==> config.mk <==
export PLATFORM = sky130hd
export DESIGN_NAME = fifo_wr_arbiter
export DESIGN_NICKNAME = d
export VERILOG_FILES = /design/src/rtl/fifo_pkg.sv /design/src/rtl/rr_priority_pick.sv /design/src/rtl/fifo_arbiter.sv
export SDC_FILE = /design/constraint.sdc
export NUM_CORES = 1
export LEC_CHECK = 0
export BUFFER_PORTS_ARGS = -buffer_cell sky130_fd_sc_hd__buf_2
export CORE_AREA = 5 5 63 65
export DETAILED_ROUTE_END_ITERATION = 16
export DIE_AREA = 0 0 68 70
export PLACE_DENSITY = 0.8
export REMOVE_ABC_BUFFERS = 1
export SLEW_MARGIN = 10
export SYNTH_ARGS = -nofsm -noshare
export SYNTH_HDL_FRONTEND = slang
export SYNTH_SLANG_ARGS = --single-unit
export TNS_END_PERCENT = 5
==> constraint.sdc <==
create_clock -name clk -period 4.49 [get_ports clk]
set_input_delay 0 -clock clk [delete_from_list [all_inputs] [get_ports clk]]
set_output_delay 0 -clock clk [all_outputs]
set_load 0.005 [all_outputs]
==> src/rtl/fifo_pkg.sv <==
// Shared FIFO-side types: arbiter state, counter width, and a reference round-robin pick.
package fifo_pkg;
  typedef enum logic {IDLE, LOCK} arb_state_t;

  localparam int XFER_CNT_W = 16;
  localparam int MAX_REQ    = 16;

  typedef struct packed {
    logic       found;
    logic [3:0] idx;
  } rr_pick_t;

  // Behavioural pick over up to MAX_REQ requesters; n is the active count.
  function automatic rr_pick_t rr_pick(input logic [MAX_REQ-1:0] valid,
                                       input logic [3:0] ptr, input int n);
    rr_pick_t r;
    int j;
    r = '0;
    for (int k = n - 1; k >= 0; k--) begin
      j = (int'(ptr) + k) % n;
      if (valid[j]) begin
        r.found = 1'b1;
        r.idx   = 4'(j);
      end
    end
    return r;
  endfunction
endpackage

==> src/rtl/rr_priority_pick.sv <==
// Combinational round-robin pick: rotate by ptr, find lowest set bit, rotate back.
module rr_priority_pick #(
  parameter int N = 4,
  parameter int W = (N > 1) ? $clog2(N) : 1
) (
  input  logic [N-1:0] valid_i,
  input  logic [W-1:0] ptr_i,
  output logic [W-1:0] idx_o,
  output logic         found_o
);
  logic [2*N-1:0] dbl;
  logic [N-1:0]   rot;
  logic [W-1:0]   off;
  logic [W:0]     sum;

  always_comb begin
    dbl     = {valid_i, valid_i} >> ptr_i;
    rot     = dbl[N-1:0];
    found_o = |rot;
    off     = '0;
    for (int k = N - 1; k >= 0; k--)
      if (rot[k]) off = W'(k);
    sum   = {1'b0, ptr_i} + {1'b0, off};
    idx_o = (sum >= (W+1)'(N)) ? W'(sum - (W+1)'(N)) : sum[W-1:0];
  end
endmodule

==> src/rtl/fifo_arbiter.sv <==
// Round-robin write-port arbiter in front of the fifo write side.
// Define FIFO_ARB_BURST_EN to lock the winner for bursts of up to MAX_BURST beats.
module fifo_wr_arbiter
  import fifo_pkg::*;
#(
  parameter int NUM_REQ    = 4,
  parameter int DATA_WIDTH = 8,
  parameter int MAX_BURST  = 4
) (
  input  logic                          clk,
  input  logic                          rst_n,
  input  logic [NUM_REQ-1:0]            req_valid,
  input  logic [NUM_REQ*DATA_WIDTH-1:0] req_data,
  output logic [NUM_REQ-1:0]            req_ready,
  input  logic                          fifo_full,
  output logic                          fifo_wr_en,
  output logic [DATA_WIDTH-1:0]         fifo_din,
  output logic [$clog2(NUM_REQ)-1:0]    last_grant_id,
  output logic [XFER_CNT_W-1:0]         xfer_count
);
  localparam int IW = $clog2(NUM_REQ);

  logic [IW-1:0]         rr_ptr_q, win_idx, last_grant_id_q, last_grant_id_d;
  logic [NUM_REQ-1:0]    pick_valid;
  logic                  pick_found, win, xfer;
  logic [XFER_CNT_W-1:0] xfer_count_q, xfer_count_d;

  function automatic logic [IW-1:0] next_id(input logic [IW-1:0] id);
    return (id == IW'(NUM_REQ - 1)) ? '0 : id + IW'(1);
  endfunction

`ifdef FIFO_ARB_BURST_EN
  arb_state_t state_q;
  logic [IW-1:0] owner_q;
  logic [7:0]    beats_q;

  // While locked only the owner may compete.
  assign pick_valid = (state_q == LOCK) ? (req_valid & (NUM_REQ'(1) << owner_q)) : req_valid;
`else
  localparam int unused_max_burst = MAX_BURST;
  assign pick_valid = req_valid;
`endif

  rr_priority_pick #(.N(NUM_REQ), .W(IW)) u_pick (
    .valid_i (pick_valid),
    .ptr_i   (rr_ptr_q),
    .idx_o   (win_idx),
    .found_o (pick_found)
  );

  // Nothing is offered while reset is held, even with requests pending.
  assign win        = pick_found & rst_n;
  assign xfer       = win & ~fifo_full;
  assign fifo_wr_en = xfer;
  assign req_ready  = xfer ? (NUM_REQ'(1) << win_idx) : '0;
  assign fifo_din   = win ? req_data[win_idx*DATA_WIDTH +: DATA_WIDTH] : '0;

  always_comb begin
    xfer_count_d    = xfer_count_q;
    last_grant_id_d = last_grant_id_q;
    if (xfer) begin
      last_grant_id_d = win_idx;
      if (xfer_count_q != {XFER_CNT_W{1'b1}}) xfer_count_d = xfer_count_q + 1'b1;
    end
  end

  always_ff @(posedge clk or negedge rst_n) begin
    if (!rst_n) begin
      xfer_count_q    <= '0;
      last_grant_id_q <= '0;
    end else begin
      xfer_count_q    <= xfer_count_d;
      last_grant_id_q <= last_grant_id_d;
    end
  end

`ifdef FIFO_ARB_BURST_EN
  always_ff @(posedge clk or negedge rst_n) begin
    if (!rst_n) begin
      state_q  <= IDLE;
      owner_q  <= '0;
      beats_q  <= '0;
      rr_ptr_q <= '0;
    end else if (!fifo_full) begin
      case (state_q)
        IDLE: if (xfer) begin
          if (MAX_BURST > 1) begin
            state_q <= LOCK;
            owner_q <= win_idx;
            beats_q <= 8'd1;
          end else begin
            rr_ptr_q <= next_id(win_idx);
          end
        end
        LOCK: if (!req_valid[owner_q] || (beats_q + 8'd1 == 8'(MAX_BURST))) begin
          state_q  <= IDLE;
          beats_q  <= '0;
          rr_ptr_q <= next_id(owner_q);
        end else begin
          beats_q <= beats_q + 8'd1;
        end
        default: state_q <= IDLE;
      endcase
    end
  end
`else
  always_ff @(posedge clk or negedge rst_n) begin
    if (!rst_n)    rr_ptr_q <= '0;
    else if (xfer) rr_ptr_q <= next_id(win_idx);
  end
`endif

  assign last_grant_id = last_grant_id_q;
  assign xfer_count    = xfer_count_q;
endmodule

# ---- Word-level counts from Yosys, hierarchy flattened
# Cells that the tools add are included.
dict set report totals {
  latch_bits 0
  memories 0
  input_bits 39
  rom_bits 0
  regBits 20
  mem_bits_rw 0
}
dict set report classes {
  n_addsub 4
  mul 0
  muxes 8
  n_div 0
  n_reduce_logical 2
  n_bitwise 3
  eq_ne 2
  shift 3
  order_cmp 1
}
# op count
set op_table {}
lappend op_table {{indexed part select 32 x 6 -> 8 bit} 1}
lappend op_table {{adder 16 x 1 -> 16 bit, second input constant} 1}
lappend op_table {{inequality test 16 bit, second input constant} 1}
lappend op_table {{2-to-1 mux 2 bit} 6}
lappend op_table {{2-to-1 mux 8 bit} 1}
lappend op_table {{>> shifter 8 x 2 -> 4 bit} 1}
lappend op_table {{2-to-1 mux 4 bit} 1}
lappend op_table {{OR reduction 4 bit} 1}
lappend op_table {{<< shifter 1 x 2 -> 4 bit, first input constant} 1}
lappend op_table {{adder 2 x 2 -> 3 bit} 1}
lappend op_table {{>= comparator 3 bit, second input constant} 1}
lappend op_table {{adder 2 x 1 -> 2 bit, second input constant} 1}
lappend op_table {{AND 1 bit} 2}
lappend op_table {{equality test 2 bit, second input constant} 1}
lappend op_table {{AND reduction 2 bit} 1}
lappend op_table {{subtractor 2 x 1 -> 2 bit, second input constant} 1}
lappend op_table {{inverter 1 bit} 1}

# ---- Longest topological paths before layout
dict set report logic_depth {
  depth_word 10
  ltp_mapped 11
  depth_no_buf 9
}

# ---- Modules after synthesis
# Synthesis repeated with hierarchy kept, for this count alone.
dict set report hier_totals {
  hier_cells 139
  area_unflattened_um2 1443.9
}
# mod instances seq_area_each_um2 cells_per_inst area_per_inst_um2
set by_module_without_submodules {}
lappend by_module_without_submodules {fifo_wr_arbiter 1 500.5 116 1263.7}
lappend by_module_without_submodules {rr_priority_pick 1 0.0 23 180.2}

# ---- Worst setup path before layout
# No wires, ideal clock.
dict set report synth_path {
  path_kind {reg2out}
  startpoint {register rr_ptr_q[0]}
  endpoint {output fifo_din[2]}
  path_slack_ps 2279
  arrival_ps 2211
  path_stages_with_launch 12
  path_buffers 2
  t_required_ps 4490
  cell_sequence {dfrtp_1 -> buf_2 -> and2b_1 -> a221o_1 -> nand2_1 -> o221ai_1 -> ha_1 -> xnor2_1 -> xnor2_2 -> buf_4 -> mux2i_1 -> o22ai_1}
}
dict set report synth_via {
  elab_chain_len 10
  word_cells_on_any_way 13
  cone_classes {add/sub: 2; order compare: 1; shift: 2; mux: 6; bitwise: 1; reduce/logical: 1}
}
# item line
set synth_rtl {}
lappend synth_rtl {{start: declaration} fifo_arbiter.sv:23} ;# logic [IW-1:0] rr_ptr_q, win_idx, last_grant_id_q, last_grant_id_d;
lappend synth_rtl {{start signal: assignment} fifo_arbiter.sv:109} ;# else if (xfer) rr_ptr_q <= next_id(win_idx);
lappend synth_rtl {{>> shifter 8 x 2 -> 4 bit} rr_priority_pick.sv:17} ;# dbl = {valid_i, valid_i} >> ptr_i;
lappend synth_rtl {{2-to-1 mux 2 bit (4 in a row)} rr_priority_pick.sv:22} ;# if (rot[k]) off = W'(k);
lappend synth_rtl {{adder 2 x 2 -> 3 bit} rr_priority_pick.sv:23} ;# sum = {1'b0, ptr_i} + {1'b0, off};
lappend synth_rtl {{>= comparator 3 bit / subtractor 2 x 1 -> 2 bit (equally long branches)} rr_priority_pick.sv:24} ;# idx_o = (sum >= (W+1)'(N)) ? W'(sum - (W+1)'(N)) : sum[W-1:0];
lappend synth_rtl {{2-to-1 mux 2 bit} rr_priority_pick.sv:24}
lappend synth_rtl {{indexed part select 32 x 6 -> 8 bit} fifo_arbiter.sv:56} ;# assign fifo_din = win ? req_data[win_idx*DATA_WIDTH +: DATA_WIDTH] : '0;
lappend synth_rtl {{2-to-1 mux 8 bit (*)} fifo_arbiter.sv:56}
lappend synth_rtl {{end: declaration} fifo_arbiter.sv:17} ;# output logic [DATA_WIDTH-1:0] fifo_din,
# Every way passes the cells marked *; elsewhere a longest branch is shown, timed or not.

# ---- Worst setup path after layout
dict set report layout_path {
  startpoint {register rr_ptr_q[0]}
  endpoint {output req_ready[2]}
}
dict set report layout_via {
  elab_chain_len 10
  word_cells_on_any_way 14
  cone_classes {add/sub: 2; order compare: 1; shift: 2; mux: 6; bitwise: 2; reduce/logical: 1}
}
# item line
set layout_rtl {}
lappend layout_rtl {{>> shifter 8 x 2 -> 4 bit} rr_priority_pick.sv:17}
lappend layout_rtl {{2-to-1 mux 2 bit (4 in a row)} rr_priority_pick.sv:22}
lappend layout_rtl {{adder 2 x 2 -> 3 bit} rr_priority_pick.sv:23}
lappend layout_rtl {{>= comparator 3 bit / subtractor 2 x 1 -> 2 bit (equally long branches)} rr_priority_pick.sv:24}
lappend layout_rtl {{2-to-1 mux 2 bit} rr_priority_pick.sv:24}
lappend layout_rtl {{<< shifter 1 x 2 -> 4 bit} fifo_arbiter.sv:55} ;# assign req_ready = xfer ? (NUM_REQ'(1) << win_idx) : '0;
lappend layout_rtl {{2-to-1 mux 4 bit (*)} fifo_arbiter.sv:55}
lappend layout_rtl {{end: declaration} fifo_arbiter.sv:14} ;# output logic [NUM_REQ-1:0] req_ready,
# Marks and branches as above.

==> impl_metrics.tcl <==
set metrics [dict create \
    die-area_mm2 0.00476 \
    worstMarginPinSlew_ns 1.19 \
    clockBufferDepth 2 \
    max_freq_ghz 0.297 \
    cts_buffers 3 \
    vias_per_cell 5.11 \
    place.detailed.hpwl_um 2890 \
    yosysMostFrequentCell "nand2_1" \
    p_leak_nw 0.944 \
    tns_ns 0 \
    cts_tree "yes" \
    preCtsSetupSlack_ns 1.46 \
    nFillCells 301 \
    hold_viol 0 \
    drcViolationCount 0 \
    startpoint "rr_ptr_q[0]" \
    std_cell_rows 21 \
    dr.first_iter.drc_count 76 \
    grt_usage 0.156 \
    synth_top_area_cell "dfrtp_1" \
    core_area_mm2 0.00328 \
    max_stage_delay_ns 0.92 \
    synth_commonest_cells "21 x nand2_1, 20 x dfrtp_1, 17 x mux2i_1, 12 x xnor2_1, 10 x nor2_1" \
    diodes 0 \
    gp_congestion 0.843 \
    fin_crit_sh 0.751 \
    insertion_delay_ns 0.29 \
    ant_nets 0 \
    syn_area_mm2 0.00138 \
    seq_area_um2 500 \
    cp_num_buf_inv 2 \
    ir_worst_vdd_v 0.000267 \
    ys_seq_elements 20 \
    finish.utilization 0.541 \
    arrival_ns 3.37 \
    drv_cap 0 \
    setup_ws_ns 1.12 \
    crit_type "reg -> out" \
    ys.flop_type "dfrtp_1" \
    setup_viol 0 \
    synth_top_area_frac 0.362 \
    first_pass_iters 4 \
    worst_hold_path_type "in -> async" \
    synthArstFlopShare 1.00 \
    fin_nets 254 \
    slew_violations 0 \
    rsz0062_at_grt "false" \
    cts.sinks 20 \
    htree_levels 1 \
    start_util 0.421 \
    r2r-start "rr_ptr_q[0]" \
    synthTopCellsByArea "dfrtp_1 36%, mux2i_1 12%, xnor2_1 7.6%" \
    grt_max_degree 22 \
    routed_wl_um 3650 \
    cts_resized 0 \
    critPathSlowestCell "xnor2_2" \
    placed_area_mm2 0.00175 \
    clkSlewWorstSetupHoldPaths_ns 0.10 \
    grt_pass1_vias 1208 \
    synthDistinctLibCells 37 \
    synth-edff-count 0 \
    syn_to_final_growth_pct 28.5 \
    cp_cell_sequence "and2b_1 > a221o_1 > nand2_1 > o221ai_1 > ha_1 > xnor2_1 > xnor2_2 > buf_4 > nor3b_1 > buf_2" \
    antenna_found_initial 0 \
    cts_root_buf "clkbuf_4" \
    die_h_um 70 \
    port_buffers 69 \
    min_period_ns 3.37 \
    wl_per_cell_um 14.2 \
    critPathMaxFanout 17 \
    skew_ns 0.00482 \
    yosysWarnings 0 \
    grt_pass1_wl_um 5910 \
    max_slew_margin 0.204 \
    crit_path_end_kind "primary output" \
    status "finished, final reports clean" \
    critPathLaunchType "flip-flop" \
    multi_input_area_um2 823 \
    synthCells 144 \
    io-pin-count 70 \
    die_w_um 68 \
    via_count 1312 \
    fin_total_pwr_mw 1.11 \
    drive_gt1_frac 0.379 \
    postCtsSetupBuffers 0 \
    cp_top_family "XOR/XNOR gates" \
    stdcell_area_mm2 0.00178 \
    grt.overflow.total 0 \
    crit_required_ns 4.49 \
    ys_seq_area_frac 0.362 \
    avgSynthCellArea_um2 9.61 \
    powerDensity_mw_per_mm2 624 \
    ctsHoldBuffers 1 \
]
==> sequential cells by signal, summed over array words and instances, names as in the netlist <==
| register | flops |
|---|---|
| last_grant_id | 2 |
| xfer_count | 16 |
| rr_ptr_q | 2 |
==> where the power goes <==
group | switching [mW] | leakage (nW) | internal [mW]
logic | 0.359 | 0.675 | 0.384
clock network | 0.0490 | 0.0138 | 0.0312
registers | 0.0612 | 0.256 | 0.226
total | 0.469 | 0.944 | 0.641
==> path summary, 6_finish.rpt <==
kind | slack, ns | cells past startpoint | end
worst max-delay path | 1.12 | 10 | req_ready[2]
worst min-delay path | 0.19 | 2 | xfer_count[4]
worst max register to register | 1.56 | 10 | last_grant_id[1]
worst min register to register | 0.49 | 1 | xfer_count[9]
max in group asynchronous | 3.99 | 2 | last_grant_id[0]
min in group clk | 0.19 | 4 | last_grant_id[1]
==> stage by stage <==
| stage | hold WS [ns] | cells |
|---|---|---|
| 2_1_floorplan | -0.296 | 137 |
| 3_3_place_gp | -0.0231 | 253 |
| 3_5_place_dp | -0.0239 | 253 |
| 4_1_cts | 0.184 | 257 |
| 5_1_grt | 0.210 | 257 |
| 6_report | 0.186 | 257 |
==> layer usage <==
metal | wire length, um | track usage | part of all wire | vias to the layer above
met2 | 1970 | 0.277 | 0.54 | 23
met5 | 0 | 0 | 0 | -
met3 | 118 | 0.0192 | 0.032 | 2
li1 | - | - | - | 648
met1 | 1540 | 0.196 | 0.42 | 639
met4 | 25 | 0.0331 | 0.0068 | 0
==> worst register-to-register path: stages (launching register included) <==
cell and delay, ns:
dfrtp_1 0.49, and2b_1 0.22, a221o_1 0.29, nand2_1 0.06
o221ai_1 0.10, ha_1 0.24, xnor2_1 0.16, xnor2_2 0.92
buf_4 0.28, nand2_1 0.05, nand2_1 0.06
==> cells by family (layout without fill, tap and decap cells) <==
| logic type | Yosys count | count (layout) | synth area share |
|---|---|---|---|
| compound gates | 18 | 18 | 0.108 |
| flops | 20 | 20 | 0.362 |
| mux | 19 | 19 | 0.139 |
| xor+xnor | 20 | 20 | 0.132 |
| simple gates | 55 | 55 | 0.198 |
| buf+inv | 10 | 77 | 0.0434 |
| fa+ha+maj | 2 | 2 | 0.0181 |
==> cells in the final DEF (no fill, tap or decap) <==
cell type | Yosys | routed
mux2_1 | 1 | 1
a2111o_1 | 1 | 1
nand2b_1 | 2 | 2
buf_4 | 1 | 1
xor2_1 | 7 | 7
o211ai_1 | 1 | 1
o22ai_1 | 8 | 8
o221ai_1 | 2 | 2
ha_1 | 2 | 2
o21ai_0 | 1 | 1
nor3_1 | 4 | 4
nand4b_2 | 1 | 1
or2_2 | 1 | 1
nand3_1 | 2 | 2
nand4_1 | 5 | 5
nand2_1 | 21 | 21
nor3_2 | 1 | 1
nor2_1 | 10 | 10
xnor2_1 | 12 | 12
clkbuf_4 | 0 | 3
inv_2 | 1 | 1
or2_1 | 1 | 1
and2b_1 | 1 | 1
a21oi_1 | 1 | 1
nor3b_1 | 1 | 1
and3_1 | 5 | 5
a221o_1 | 1 | 1
o21a_1 | 1 | 1
dlygate4sd3_1 | 0 | 1
xnor2_2 | 1 | 1
o41ai_1 | 1 | 1
mux2i_1 | 17 | 17
buf_2 | 3 | 69
o311ai_4 | 1 | 1
dfrtp_1 | 20 | 20
mux2_2 | 1 | 1
inv_1 | 2 | 2
==> layout make-up <==
type	instances	share of cell area
multi-input cells	114	0.463
inverters	3	0.00633
flip-flops and latches	20	0.281
clock buffers	3	0.0127
well taps	46	0.0324
repair buffers	71	0.204
(Power assumes the default switching activity.)
